===== config.mk =====
export PLATFORM = sky130hd
export DESIGN_NAME = apb_master_fsm
export DESIGN_NICKNAME = d
export VERILOG_FILES = /design/src/rtl/apb_master_pkg.sv /design/src/rtl/apb_timeout_cnt.sv /design/src/rtl/apb_master_fsm.sv
export SDC_FILE = /design/constraint.sdc
export NUM_CORES = 1
export LEC_CHECK = 0
export BUFFER_PORTS_ARGS = -buffer_cell sky130_fd_sc_hd__buf_2
export CORE_AREA = 2 2 165 103
export CTS_CLUSTER_DIAMETER = 60
export DETAILED_ROUTE_END_ITERATION = 10
export DIE_AREA = 0 0 167 105
export PLACE_DENSITY = 0.66
export SYNTH_ARGS = -nofsm -noshare
export SYNTH_HDL_FRONTEND = slang
export SYNTH_SLANG_ARGS = --single-unit

===== constraint.sdc =====
create_clock -name m_apb_pclk_i -period 5.81 [get_ports m_apb_pclk_i]
set_input_delay 1.162 -clock m_apb_pclk_i [delete_from_list [all_inputs] [get_ports m_apb_pclk_i]]
set_output_delay 1.162 -clock m_apb_pclk_i [all_outputs]
set_load 0.05 [all_outputs]

===== src/rtl/apb_master_pkg.sv =====
// Shared types and constants for the APB3 master FSM.
// The wait-state timeout (enabled by APB_TIMEOUT_EN) uses TIMEOUT_CYCLES/TO_CNT_W.
package apb_master_pkg;

  typedef enum logic [1:0] {
    IDLE,
    SETUP,
    ACCESS,
    RESP
  } apb_state_t;

  localparam int TIMEOUT_CYCLES = 1024;
  localparam int TO_CNT_W       = 16;

  // Callers zero-extend narrower select vectors; supports up to 32 slaves.
  function automatic logic onehot_ok(input logic [31:0] v);
    return (v != '0) && ((v & (v - 32'd1)) == '0);
  endfunction

endpackage


===== src/rtl/apb_timeout_cnt.sv =====
// ACCESS-phase wait counter; flags expiry on the TIMEOUT_CYCLES-th ACCESS cycle.
// Only instantiated when APB_TIMEOUT_EN is defined.
module apb_timeout_cnt
  import apb_master_pkg::*;
(
  input  logic clk,
  input  logic rst_n,
  input  logic clear,
  input  logic run,
  output logic expired
);

  logic [TO_CNT_W-1:0] cnt;

  assign expired = run && (cnt == TO_CNT_W'(TIMEOUT_CYCLES - 1));

  always_ff @(posedge clk or negedge rst_n) begin
    if (!rst_n) begin
      cnt <= '0;
    end else if (clear) begin
      cnt <= '0;
    end else if (run && !expired) begin
      cnt <= cnt + TO_CNT_W'(1);
    end
  end

endmodule


===== src/rtl/apb_master_fsm.sv =====
// APB3 master: turns a single level-style request into a SETUP/ACCESS transfer.
// Optional ACCESS wait-state timeout under macro APB_TIMEOUT_EN.
module apb_master_fsm
  import apb_master_pkg::*;
#(
  parameter int AW         = 32,
  parameter int DW         = 32,
  parameter int NUM_SLAVES = 4
) (
  input  logic                  m_apb_pclk_i,
  input  logic                  m_apb_presetn_i,
  input  logic [AW-1:0]         read_write_addr_i,
  input  logic [NUM_SLAVES-1:0] read_write_sel_i,
  input  logic                  write_en_i,
  input  logic [DW-1:0]         write_data_i,
  input  logic                  read_en_i,
  output logic [DW-1:0]         read_data_o,
  output logic                  busy_o,
  output logic                  done_o,
  output logic                  err_o,
  output logic [AW-1:0]         m_apb_paddr_o,
  output logic [NUM_SLAVES-1:0] m_apb_psel_o,
  output logic                  m_apb_penable_o,
  output logic                  m_apb_pwrite_o,
  output logic [DW-1:0]         m_apb_pwdata_o,
  input  logic                  m_apb_pready_i,
  input  logic [DW-1:0]         m_apb_prdata_i,
  input  logic                  m_apb_pslverr_i
);

  apb_state_t state;
  logic       timeout;

`ifdef APB_TIMEOUT_EN
  apb_timeout_cnt u_timeout (
    .clk     (m_apb_pclk_i),
    .rst_n   (m_apb_presetn_i),
    .clear   (state == SETUP),
    .run     (state == ACCESS),
    .expired (timeout)
  );
`else
  assign timeout = 1'b0;
`endif

  always_ff @(posedge m_apb_pclk_i or negedge m_apb_presetn_i) begin
    if (!m_apb_presetn_i) begin
      state           <= IDLE;
      read_data_o     <= '0;
      busy_o          <= 1'b0;
      done_o          <= 1'b0;
      err_o           <= 1'b0;
      m_apb_paddr_o   <= '0;
      m_apb_psel_o    <= '0;
      m_apb_penable_o <= 1'b0;
      m_apb_pwrite_o  <= 1'b0;
      m_apb_pwdata_o  <= '0;
    end else begin
      done_o <= 1'b0;
      unique case (state)
        IDLE: begin
          if ((write_en_i || read_en_i) && !done_o) begin
            if (onehot_ok(32'(read_write_sel_i))) begin
              m_apb_paddr_o  <= read_write_addr_i;
              m_apb_psel_o   <= read_write_sel_i;
              m_apb_pwrite_o <= write_en_i;
              m_apb_pwdata_o <= write_data_i;
              busy_o         <= 1'b1;
              state          <= SETUP;
            end else begin
              // Bad select is answered locally; the APB bus never sees it.
              err_o       <= 1'b1;
              read_data_o <= '0;
              done_o      <= 1'b1;
              state       <= RESP;
            end
          end
        end
        SETUP: begin
          m_apb_penable_o <= 1'b1;
          state           <= ACCESS;
        end
        ACCESS: begin
          // PREADY takes priority over a timeout expiring in the same cycle.
          if (m_apb_pready_i) begin
            m_apb_psel_o    <= '0;
            m_apb_penable_o <= 1'b0;
            busy_o          <= 1'b0;
            done_o          <= 1'b1;
            err_o           <= m_apb_pslverr_i;
            read_data_o     <= m_apb_pwrite_o ? '0 : m_apb_prdata_i;
            state           <= RESP;
          end else if (timeout) begin
            m_apb_psel_o    <= '0;
            m_apb_penable_o <= 1'b0;
            busy_o          <= 1'b0;
            done_o          <= 1'b1;
            err_o           <= 1'b1;
            read_data_o     <= '0;
            state           <= RESP;
          end
        end
        RESP: begin
          state <= IDLE;
        end
        default: begin
          state <= IDLE;
        end
      endcase
    end
  end

endmodule


==> flow_metrics.py <==
metrics = {
    "clock_network": {
        "cts_setup_buffers": 0,
        "clock-root-buffer": "clkbuf_16",
        "clock_path_buffers": 2,
        "h-tree-depth": 3,
        "clock_sinks": 107,
        "insertion_delay_ns": 0.34,
        "clk_pin_slew_ns": 0.07,
        "cts_tree": "built",
        "hold_buffers": 0,
        "cts_buffers": 9,
        "cts-resized-gates": 0,
    },
    "timing": {
        "finalSetupTns_ns": 0,
        "maxSlewViolCount": 0,
        "fin_skew_ns": 0.00804,
        "timing.fmax_mhz": 303,
        "max_slew_margin_pct": 37.3,
        "setup_violations": 0,
        "grt_setup_unrepaired": "false",
        "fin_crit_sh_pct": 56.8,
        "final-hold-violation-count": 0,
        "worst_pin_slew_ns": 0.940,
        "finalCriticalPeriod_ns": 3.30,
    },
    "global_route": {
        "grt_max_degree": 74,
        "antenna_found_initial": 0,
        "grt_pass1_vias": 4357,
        "grtUsageTotal_pct": 15.9,
        "overflow": 0,
        "grt_pass1_wl_um": 22700,
    },
    "worst_setup_path": {
        "r2r_slack_ns": 2.86,
        "r2r-start": "state[1]",
        "cp.required_ns": 6.04,
        "reg2regPathDepth": 7,
        "cp-end-kind": "register",
        "r2r_end": "m_apb_paddr_o[17]",
        "startpoint_type": "input pin",
        "path_class": "in -> reg",
        "critical_path_arrival_ns": 3.53,
        "critical_path.max_fanout": 67,
    },
    "routing": {
        "vias": 4418,
        "dr.first_iter.drc_count": 291,
        "ant_nets": 0,
        "wl_per_cell_um": 15.8,
        "wirelength_um": 14000,
        "drc": 0,
        "dr.pass1.iters": 4,
        "viasPerCell": 4.98,
    },
    "power_and_ir_drop": {
        "irDropWorstVdd_v": 0.000311,
        "leakagePower_nw": 3.35,
        "p_per_area_nw_per_um2": 659,
    },
    "logic_synthesis": {
        "yosys.area_share.simple_pct": 10.5,
        "yosysWarnings": 0,
        "synth_top_cell_area_share_pct": 48.7,
        "synth_area_leader_cell": "dfrtp_1",
        "ys_seq_area_share_pct": 48.7,
        "synth_compound_area_share_pct": 15.5,
        "synth.area.top_cells": "dfrtp_1, mux2_4, o2bb2ai_1",
        "synth_top_family_by_area": "multiplexers",
        "yosys_register_bits": 107,
        "synth-edff-count": 0,
        "synthAdderAreaFrac_pct": 0.682,
        "async_flop_share_pct": 100,
        "synthCells": 488,
        "synthMuxAreaShare_pct": 17.1,
        "synth_xor_area_share_pct": 0.159,
        "syn-num-nets": 597,
        "syn_area_per_cell_um2": 11.3,
        "netlist_area_um2": 5500,
        "synth_ff_type": "dfrtp_1",
        "ys_types": 39,
    },
    "hold_path": {
        "hp-class": "reg -> reg",
        "hp-start": "m_apb_pwdata_o[25]",
        "hold-path-endpoint": "m_apb_pwdata_o[25]",
        "holdPathStages": 1,
    },
    "floorplan": {
        "die_width_um": 167,
        "die_area_um2": 17500,
        "ios": 211,
        "core_um2": 15900,
        "core.rowCount": 36,
        "die_h_um": 105,
        "start_util_pct": 34.6,
    },
    "final_layout": {
        "final_cells": 887,
        "layout_commonest_cell": "buf_2",
        "final_util_pct": 43.4,
        "n_antenna_cell": 0,
        "nFillCells": 1527,
        "final_cell_mix": "buf_2, dfrtp_1, mux2_4",
        "area_growth_pct": 25.5,
        "nNetsFinal": 783,
        "drive_gt1_share_pct": 45.3,
    },
    "place": {
        "gp_congestion": 0.761,
        "port_buffers": 210,
        "dp.cells": 872,
        "hpwl_um": 9410,
    },
    "outcome": {
        "status": "finished, final reports clean",
    },
    "job": {
        "maxCapViolCount": 0,
    },
}
metrics by stage:
| stage | setup WS [ns] | hold slack [ns] | area [µm²] | total power (W) |
|---|---|---|---|---|
| after floorplan | 2.99 | 0.489 | 5500 | 0.00338 |
| after global placement | 2.16 | 0.486 | 6630 | 0.00396 |
| after detailed placement | 2.13 | 0.487 | 6630 | 0.00399 |
| after CTS | 2.50 | 0.508 | 6900 | 0.00459 |
| after global routing | 2.39 | 0.520 | 6900 | 0.00481 |
| final | 2.51 | 0.505 | 6900 | 0.00455 |
layout make-up:
class                           instances  area, µm²  share of cell area [%]
Clock buffer                            9        225                    3.26
Inverter                               35        131                    1.90
Clock inverter                          6       51.3                   0.743
Sequential cell                       107       2680                    38.8
Timing Repair Buffer                  219       1120                    16.2
Tap cell                              209        262                    3.79
Multi-Input combinational cell        302       2440                    35.3
routing by layer:
| metal | track usage, % | vias up | part of all wire (%) |
|---|---|---|---|
| met5 | 0 | - | 0 |
| met4 | 3.69 | 0 | 0.88 |
| met3 | 4.70 | 11 | 6.7 |
| met2 | 23.1 | 150 | 43 |
| met1 | 23.1 | 2101 | 49 |
| li1 | - | 2156 | - |
worst max-delay path by stage:
stage                        start                 to  slack [ns]  cells after the start
6_report       read_write_sel_i[0]  m_apb_paddr_o[17]        2.51                      7
5_1_grt                 write_en_i  m_apb_paddr_o[16]        2.39                      6
4_1_cts        read_write_sel_i[0]  m_apb_paddr_o[17]        2.50                      7
3_5_place_dp   read_write_sel_i[0]  m_apb_paddr_o[17]        2.13                      7
3_3_place_gp   read_write_sel_i[0]  m_apb_paddr_o[17]        2.16                      7
2_1_floorplan  read_write_sel_i[0]   m_apb_paddr_o[0]        2.99                      7
critical path, stage by stage:
cell     delay [ns]
buf_2          0.12
or4b_1         0.54
o311a_2        0.16
buf_4          0.33
nor2_8         0.23
buf_4          0.56
mux2_2         0.40
sequential cells by signal, indices dropped and copies added (netlist names):
signal	count
state	2
m_apb_paddr_o	32
m_apb_penable_o	1
err_o	1
m_apb_pwdata_o	32
done_o	1
m_apb_pwrite_o	1
m_apb_psel_o	4
busy_o	1
read_data_o	32
cell usage after synthesis (2+ instances only):
cell type,count
mux2i_1,2
nand2_1,39
or4b_1,2
clkbuf_1,28
buf_12,6
ha_1,3
nor2b_1,2
o21ai_0,32
nor4_1,33
a32o_1,4
a311oi_1,31
inv_1,35
nor3_1,4
o2bb2ai_1,32
nor2_1,34
mux2_4,50
dfrtp_1,107
a221oi_1,2
mux2_2,15
buf_2,2
o21ai_1,2
buf_1,6
power breakdown:
group	internal, W	total [W]	leakage (nW)	switching [W]
combinational	0.000785	0.00268	1.89	0.00189
sequential	0.00108	0.00129	1.34	0.000208
clock	0.000294	0.000585	0.126	0.000291
total	0.00216	0.00455	3.35	0.00239
kinds of logic (layout without fill, tap and decap cells):
logic type               count (synthesis)  after routing
flip-flops                             107            107
adder cells (fa/ha/maj)                  3              3
AND/OR/NAND/NOR                        119            119
multiplexers                            67             67
AO/OA/AOI/OAI                          112            112
XOR/XNOR                                 1              1
buffers and inverters                   79            269
Note: power is estimated with default switching activity, not from simulation.
